$ cat src/rtl/alu_pkg.sv
// Shared definitions for the ALU request sequencer: function codes, legality check and FSM states.
package alu_pkg;

  localparam int FN_W = 6;

  localparam logic [FN_W-1:0] FUNCT_AND = 6'd36;
  localparam logic [FN_W-1:0] FUNCT_OR  = 6'd37;
  localparam logic [FN_W-1:0] FUNCT_ADD = 6'd32;
  localparam logic [FN_W-1:0] FUNCT_SUB = 6'd34;
  localparam logic [FN_W-1:0] FUNCT_SLT = 6'd42;

  typedef enum logic {IDLE, EXEC} state_t;

  function automatic logic is_legal(input logic [FN_W-1:0] f);
    return (f == FUNCT_AND) || (f == FUNCT_OR) || (f == FUNCT_ADD) ||
           (f == FUNCT_SUB) || (f == FUNCT_SLT);
  endfunction

endpackage

$ cat src/rtl/rr_arbiter2.sv
// Two-way round-robin grant; on a tie the requester that did not win last time is granted.
module rr_arbiter2 (
  input  logic       clk,
  input  logic       reset,
  input  logic [1:0] req,
  input  logic       accept,
  output logic [1:0] grant
);

  logic last_grant;

  always_comb begin
    grant = 2'b00;
    if (req[0] && req[1]) begin
      grant = last_grant ? 2'b01 : 2'b10;
    end else if (req[0]) begin
      grant = 2'b01;
    end else if (req[1]) begin
      grant = 2'b10;
    end
  end

  // Reset to 1 so requester 0 wins the first tie.
  always_ff @(posedge clk or posedge reset) begin
    if (reset) begin
      last_grant <= 1'b1;
    end else if (accept) begin
      last_grant <= grant[1];
    end
  end

endmodule

$ cat src/rtl/alu_arbiter.sv
// Shares one ALU between two requesters: capture a request, hold it on the ALU for one cycle,
// then return the result (or an illegal-code error) as a one-cycle pulse to the winner.
module alu_arbiter
  import alu_pkg::*;
#(
  parameter int WIDTH   = 32,
  parameter int FUNCT_W = 6,
  parameter int CNT_W   = 16
) (
  input  logic               clk,
  input  logic               reset,
  input  logic               req0_valid,
  output logic               req0_ready,
  input  logic [WIDTH-1:0]   req0_dataA,
  input  logic [WIDTH-1:0]   req0_dataB,
  input  logic [FUNCT_W-1:0] req0_Signal,
  input  logic               req1_valid,
  output logic               req1_ready,
  input  logic [WIDTH-1:0]   req1_dataA,
  input  logic [WIDTH-1:0]   req1_dataB,
  input  logic [FUNCT_W-1:0] req1_Signal,
  output logic               resp0_valid,
  output logic [WIDTH-1:0]   resp0_dataOut,
  output logic               resp0_error,
  output logic               resp1_valid,
  output logic [WIDTH-1:0]   resp1_dataOut,
  output logic               resp1_error,
  output logic [WIDTH-1:0]   alu_dataA,
  output logic [WIDTH-1:0]   alu_dataB,
  output logic [FUNCT_W-1:0] alu_Signal,
  input  logic [WIDTH-1:0]   alu_dataOut,
  output logic               busy,
  output logic [CNT_W-1:0]   op_count
);

  state_t     state_q, state_d;
  logic [1:0] grant;
  logic       accept;
  logic       win_p0;
  logic       legal_p1;

  rr_arbiter2 u_arb (
    .clk    (clk),
    .reset  (reset),
    .req    ({req1_valid, req0_valid}),
    .accept (accept),
    .grant  (grant)
  );

  assign req0_ready = (state_q == IDLE) && grant[0];
  assign req1_ready = (state_q == IDLE) && grant[1];
  assign accept     = (req0_ready && req0_valid) || (req1_ready && req1_valid);
  assign busy       = (state_q == EXEC);
  assign legal_p1   = is_legal(FN_W'(alu_Signal));

  always_ff @(posedge clk or posedge reset) begin
    if (reset) begin
      state_q <= IDLE;
    end else begin
      state_q <= state_d;
    end
  end

  always_comb begin
    state_d = state_q;
    case (state_q)
      IDLE:    if (accept) state_d = EXEC;
      EXEC:    state_d = IDLE;
      default: state_d = IDLE;
    endcase
  end

  // Stage p0: operands captured on accept; stage p1: result captured at the end of EXEC.
  always_ff @(posedge clk or posedge reset) begin
    if (reset) begin
      win_p0        <= 1'b0;
      alu_dataA     <= '0;
      alu_dataB     <= '0;
      alu_Signal    <= '0;
      resp0_valid   <= 1'b0;
      resp0_dataOut <= '0;
      resp0_error   <= 1'b0;
      resp1_valid   <= 1'b0;
      resp1_dataOut <= '0;
      resp1_error   <= 1'b0;
      op_count      <= '0;
    end else begin
      resp0_valid <= 1'b0;
      resp1_valid <= 1'b0;
      if (accept) begin
        win_p0     <= grant[1];
        alu_dataA  <= grant[1] ? req1_dataA  : req0_dataA;
        alu_dataB  <= grant[1] ? req1_dataB  : req0_dataB;
        alu_Signal <= grant[1] ? req1_Signal : req0_Signal;
      end
      if (state_q == EXEC) begin
        if (win_p0) begin
          resp1_valid   <= 1'b1;
          resp1_dataOut <= legal_p1 ? alu_dataOut : '0;
          resp1_error   <= !legal_p1;
        end else begin
          resp0_valid   <= 1'b1;
          resp0_dataOut <= legal_p1 ? alu_dataOut : '0;
          resp0_error   <= !legal_p1;
        end
        if (legal_p1) begin
          op_count <= op_count + CNT_W'(1);
        end
      end
    end
  end

endmodule

$ cat config.mk
export PLATFORM = sky130hd
export DESIGN_NAME = alu_arbiter
export DESIGN_NICKNAME = d
export VERILOG_FILES = /design/src/rtl/alu_pkg.sv /design/src/rtl/rr_arbiter2.sv /design/src/rtl/alu_arbiter.sv
export SDC_FILE = /design/constraint.sdc
export NUM_CORES = 1
export LEC_CHECK = 0
export BUFFER_PORTS_ARGS = -buffer_cell sky130_fd_sc_hd__buf_2
export CORE_MARGIN = 1.5
export CORE_UTILIZATION = 30
export CTS_BUF_LIST = sky130_fd_sc_hd__clkbuf_8
export CTS_CLUSTER_DIAMETER = 100
export DETAILED_ROUTE_END_ITERATION = 10
export GPL_ROUTABILITY_DRIVEN = 1
export SYNTH_ARGS = -nofsm -noshare
export SYNTH_HDL_FRONTEND = slang
export SYNTH_SLANG_ARGS = --single-unit
$ cat constraint.sdc
create_clock -name clk -period 10.9 [get_ports clk]
set_input_delay 2.725 -clock clk [delete_from_list [all_inputs] [get_ports clk]]
set_output_delay 2.725 -clock clk [all_outputs]
set_load 0.05 [all_outputs]
==> out/metrics.csv, run 1 <==
metric,value,unit
outcome,"finished, final reports clean",
synthCells,643,
netSwitchingFraction,45.6,%
layout.cells.most_common,buf_2,
p_sw,0.000904,W
setup-tns-final,0,ns
clock-sinks,157,
maxSlewHeadroom,27.9,%
antenna_found_initial,3,
cp_common_cell,buf_2,
timing_hold_violations_final,0,
setup_viol,0,
num_antenna_cells,0,
tightest_slew,1.08,ns
max_freq,0.151,GHz
wl_per_cell,15.4,um
rsz0062_at_grt,false,
synth-edff-count,0,
critPathArrivalTime,3.91,ns
path_cells,buf_2 -> a21boi_4 -> and2_1 -> buf_2,
end_kind,output pin,
io_buffers,332,
critPathKind,primary input to output pin,
numCtsBuffers,17,
areaGrowthSynthToFinish,35.2,%
p_total,0.00198,W
intPower,0.00108,W
slowest_delay,0.54,ns
final_cell_mix,"buf_2 (332), nand2_1 (174), dfrtp_1 (156)",
drive_gt1_share,38.9,%
routed_wl,19.1,mm
fp.dieW,151,um
peakVddDrop,0.0000942,V
worst_ep_required_time,8.18,ns
start_util,30.8,%
clk_latency,0.44,ns
power_frac_comb,38.9,%
finClkSkew,0.0153,ns
gp_congestion,0.740,
core_area,21200,sq um
ys_warn_count,0,
ctsResizeCount,0,
instances_no_fill,1243,
whs,0.476,ns
maxSlewViolCount,0,
period_share,60.9,%
root_buffer,clkbuf_8,
clk_pin_slew,0.08,ns
avgViaCountPerCell,4.53,
detail-route-antenna-nets,0,
cts-htree-levels,4,
cts_tree,built,
postSynthAreaPerCell,10.2,sq um
grt_pass1_vias,5420,
synth-seq-area-share,60.0,%
ys.flop_type,dfrtp_1,
power_leakage,4.63,nW
nets,1133,
clockBufferDepth,2,
grt.overflow.total,0,
min_period,6.64,ns
cap_violations,0,
cp_max_fo,13,
ys_types,29,
multi_input_area,2440,sq um
regArea,3930,sq um
slowest_stage,a21boi_4,
hp-class,register to register,
hold_buffers,0,
dieArea,22700,sq um
ios,333,
drc,0,
ys_ff_latch,157,
grt_first_pass_wirelength,28.7,mm
post-dp-hpwl,14.0,mm
dp_cells,1212,
chipHeight,151,um
drtIter0Drc,166,
dr.pass1.iters,4,
clockPowerShare,23.0,%
post_cts_buffers,0,
worst_setup_path_start_kind,primary input,
fill_cells,2141,
synth_nets,820,
netlist_area,6550,sq um
grt.total_usage,16.7,%
seqPwrFrac,38.1,%
power.density,224,nW/um^2
grt_max_degree,119,
route.vias.total,5629,
async_flop_share,100,%
rows,53,
cell type report:
class	instances	share of cell area [%]
clock inverter	13	1.74
timing repair buffer	336	19.1
multi-input combinational	434	27.6
clock buffer	18	2.80
tap	275	3.89
sequential	157	44.4
inverter	10	0.481
per-stage QoR:
step                      instance area (sq um)  util [%]  setup WS [ns]
after floorplan                            6550         -           3.94
after global placement                     8450      39.8           4.23
after detailed placement                   8450      39.8           4.21
after CTS                                  8850      41.7           4.21
after global routing                       8850      41.7           4.20
final                                      8850      41.7           4.26
metal layers:
metal  GRT usage (%)  part of all wire (%)  vias up
met4            5.05                   1.3        6
met3            6.82                    10       21
li1                -                     -     2780
met5               0                  0.14        -
met2            27.8                    47      225
met1            19.5                    41     2597
registers in the layout, summed over array words and instances (netlist names):
signal and flops:
resp1_dataOut 32, resp0_error 1, alu_dataB 32, op_count 16, resp0_dataOut 32, alu_Signal 6, alu_dataA 32, resp1_error 1
resp1_valid 1, busy 1, u_arb.last_grant 1, resp0_valid 1, win_p0 1
worst max-delay path, delay by kind of cell:
kind                   cells  cell delay, ns
AOI/OAI and AO/OA          1            0.54
buffers and inverters      2            0.41
and+or+nand+nor            1            0.22
power by group through the flow:
| stage | registers [W] | clock network [W] | logic (W) |
|---|---|---|---|
| detailed placement | 0.000766 | 0 | 0.000783 |
| global placement | 0.000765 | 0 | 0.000775 |
| finish | 0.000757 | 0.000457 | 0.000771 |
| global route | 0.000774 | 0.000500 | 0.000824 |
| floorplan | 0.00115 | 0 | 0.000183 |
| CTS | 0.000757 | 0.000476 | 0.000781 |
path summary, 6_finish.rpt:
path | cells past startpoint | slack (ns) | end | start
max | 4 | 4.26 | req1_ready | req1_valid
min | 2 | 0.48 | alu_dataB[14] | alu_dataB[14]
max reg2reg | 4 | 8.45 | alu_dataA[9] | u_arb.last_grant
min reg2reg | 2 | 0.48 | alu_dataB[14] | alu_dataB[14]
max in group asynchronous | 3 | 7.01 | alu_dataB[22] | reset
min in group asynchronous | 2 | 2.42 | resp0_valid | reset
cell families after synthesis:
group	count (synthesis)	synth area share [%]
XOR/XNOR	15	2.01
multiplexers	72	11.1
AO/OA/AOI/OAI	141	10.9
adder cells (fa/ha/maj)	1	0.191
buffers and inverters	52	3.21
AND/OR/NAND/NOR	205	12.6
flip-flops	157	60.0
cells in the mapped netlist (all sizes together), types with 3 or more instances:
master	number	area, sq um
dfrtp	156	3900
nand2	176	661
nor4	5	31.3
xor2	6	52.6
nand4	4	25.0
inv	10	37.5
xnor2	9	78.8
o21ai	137	686
nor2	4	15.0
clkbuf	28	105
buf	14	67.6
nand3	6	30.0
nor3	3	15.0
mux2i	70	701
Power figures use the tool's default switching activity.
==> run 2: changes to the inputs <==
==> constraint.sdc (replaced) <==
create_clock -name clk -period 6.75 [get_ports clk]
set_input_delay 1.6875 -clock clk [delete_from_list [all_inputs] [get_ports clk]]
set_output_delay 1.6875 -clock clk [all_outputs]
set_load 0.05 [all_outputs]
==> run 2 against run 1 <==
Against the previous run:
- worst hold slack improved by 0.0013 ns
- via count is 0.69% lower
- die area did not move
- sequential power grew 61%
- critical path depth grew 1
- register-to-register slack worse by 4.0 ns
- largest cell class unchanged
- first-iteration DRC count is 11% higher
- core utilization about the same
- clock skew grew 0.0012 ns
- power is 58% higher
- largest power group unchanged
==> out/metrics.csv, run 2 (synthesis results as in run 1) <==
metric,value,unit,change
regArea,3930,sq um,unchanged
dr.pass1.iters,4,,unchanged
core_area,21200,sq um,unchanged
chipHeight,151,um,unchanged
layout.cells.most_common,buf_2,,unchanged
areaGrowthSynthToFinish,35.1,%,was 35.2%
post_cts_buffers,0,,unchanged
clk_pin_slew,0.09,ns,was 0.08 ns
grt.total_usage,16.6,%,was 16.7%
drive_gt1_share,39.2,%,was 38.9%
cts-htree-levels,4,,unchanged
fill_cells,2205,,was 2141
routed_wl,19.2,mm,was 19.1 mm
reg2reg_to,alu_dataA[28],,was alu_dataA[9]
min_period,4.49,ns,
cts_tree,built,,unchanged
maxSlewViolCount,0,,unchanged
netSwitchingFraction,46.9,%,was 45.6%
dieArea,22700,sq um,unchanged
rows,53,,unchanged
cp_max_fo,20,,was 13
setup-tns-final,0,ns,unchanged
wl_per_cell,15.4,um,about the same
grt.overflow.total,0,,unchanged
rsz0062_at_grt,false,,unchanged
timing_hold_violations_final,0,,unchanged
holdPathEnd,alu_dataB[9],,was alu_dataB[14]
post-dp-hpwl,14.3,mm,was 14.0 mm
period_share,66.5,%,
gp_congestion,0.737,,was 0.740
grt_max_degree,92,,was 119
outcome,"finished, final reports clean",,unchanged
cap_violations,0,,unchanged
met1_usage,20.3,%,was 19.5%
ios,333,,unchanged
hp-class,register to register,,unchanged
setup_viol,0,,unchanged
hold_buffers,0,,unchanged
power.density,355,nW/um^2,was 224 nW/um^2
hold_depth,2,,unchanged
drtIter0Drc,184,,was 166
use_met2,26.5,%,was 27.8%
grt.met3_usage,6.52,%,was 6.82%
p_total,0.00314,W,was 0.00198 W
worst_ep_required_time,5.06,ns,was 8.18 ns
final_cell_mix,"buf_2 (332), nand2_1 (174), dfrtp_1 (156)",,unchanged
detail-route-antenna-nets,0,,unchanged
end_kind,output pin,,unchanged
r2r-start,u_arb.last_grant,,unchanged
tightest_slew,1.10,ns,was 1.08 ns
grt_busiest_layer,met2,,unchanged
min_from,alu_dataB[9],,was alu_dataB[14]
critPathKind,primary input to output pin,,unchanged
clock-sinks,157,,unchanged
io_buffers,332,,unchanged
start_util,30.8,%,unchanged
reg2reg_depth,5,,was 4
clockBufferDepth,2,,unchanged
finClkSkew,0.0165,ns,was 0.0153 ns
clockPowerShare,21.2,%,was 23.0%
fp.dieW,151,um,unchanged
seqPwrFrac,39.0,%,was 38.1%
power_leakage,4.64,nW,was 4.63 nW
drc,0,,unchanged
grt_first_pass_wirelength,29.0,mm,was 28.7 mm
avgViaCountPerCell,4.48,,was 4.53
multi_input_area,2440,sq um,unchanged
rrSetupSlack,4.43,ns,was 8.45 ns
ctsResizeCount,0,,unchanged
grt_pass1_vias,5490,,was 5420
clk_latency,0.45,ns,was 0.44 ns
p_sw,0.00147,W,was 0.000904 W
peakVddDrop,0.000128,V,was 0.0000942 V
numCtsBuffers,17,,unchanged
worst_setup_path_start_kind,primary input,,unchanged
intPower,0.00167,W,was 0.00108 W
power_frac_comb,39.8,%,was 38.9%
critPathArrivalTime,2.80,ns,was 3.91 ns
antenna_found_initial,3,,unchanged
nets,1136,,was 1133
root_buffer,clkbuf_8,,unchanged
max_freq,0.223,GHz,
maxSlewHeadroom,26.6,%,was 27.9%
route.vias.total,5590,,was 5629
==> run 2: changes by cell type in the layout (fill, tap and decap cells not counted) <==
cell        delta
clkinv_4       +4
clkbuf_8       -1
clkinvlp_4     -2
clkinv_2       +2
inv_6          -1
buf_4          +3
inv_8          -1
bufinv_16      -2
clkinv_8       +2
diode_2        +1
==> run 2: worst max path at each step <==
stage,startpoint,to
6_report,req1_valid,req1_ready
5_1_grt,req1_valid,req1_ready
4_1_cts,req1_valid,req1_ready
3_5_place_dp,req1_valid,req1_ready
3_3_place_gp,req1_valid,req1_ready
2_1_floorplan,reset,alu_Signal[0]
==> run 2: power groups by stage <==
stage / Clock, W / Sequential, W / Combinational (W)
3_5_place_dp: 0 / 0.00124 / 0.00126
5_1_grt: 0.000737 / 0.00125 / 0.00133
3_3_place_gp: 0 / 0.00123 / 0.00125
6_report: 0.000665 / 0.00122 / 0.00125
2_1_floorplan: 0 / 0.00186 / 0.000296
4_1_cts: 0.000697 / 0.00122 / 0.00126
==> run 2: per-stage QoR <==
step	util [%]	setup slack, ns	hold slack (ns)	cell area, sq um	std cells
floorplan	-	0.829	0.507	6550	643
global placement	39.9	2.23	0.457	8470	1215
detailed placement	39.9	2.23	0.464	8470	1215
CTS	41.7	2.22	0.482	8840	1247
global route	41.7	2.18	0.504	8840	1248
finish	41.7	2.26	0.478	8840	1248
==> run 2: final cells by class <==
| cell class | count | share of cell area [%] |
|---|---|---|
| Antenna cell | 1 | 0.0283 |
| Clock buffer | 17 | 2.65 |
| Clock inverter | 15 | 1.54 |
| Inverter | 10 | 0.481 |
| Multi-Input combinational cell | 434 | 27.6 |
| Sequential cell | 157 | 44.4 |
| Tap cell | 275 | 3.89 |
| Timing Repair Buffer | 339 | 19.4 |
==> run 2: per-layer routing <==
| metal | vias to the layer above | wire (um) |
|---|---|---|
| met3 | 18 | 1860 |
| met5 | - | 24 |
| li1 | 2786 | - |
| met2 | 222 | 8980 |
| met4 | 4 | 254 |
| met1 | 2560 | 8060 |
==> run 2: critical path, stage by stage <==
cell and delay, ns:
buf_2 0.13, a21boi_4 0.17, buf_4 0.32, and2_1 0.19
buf_2 0.29
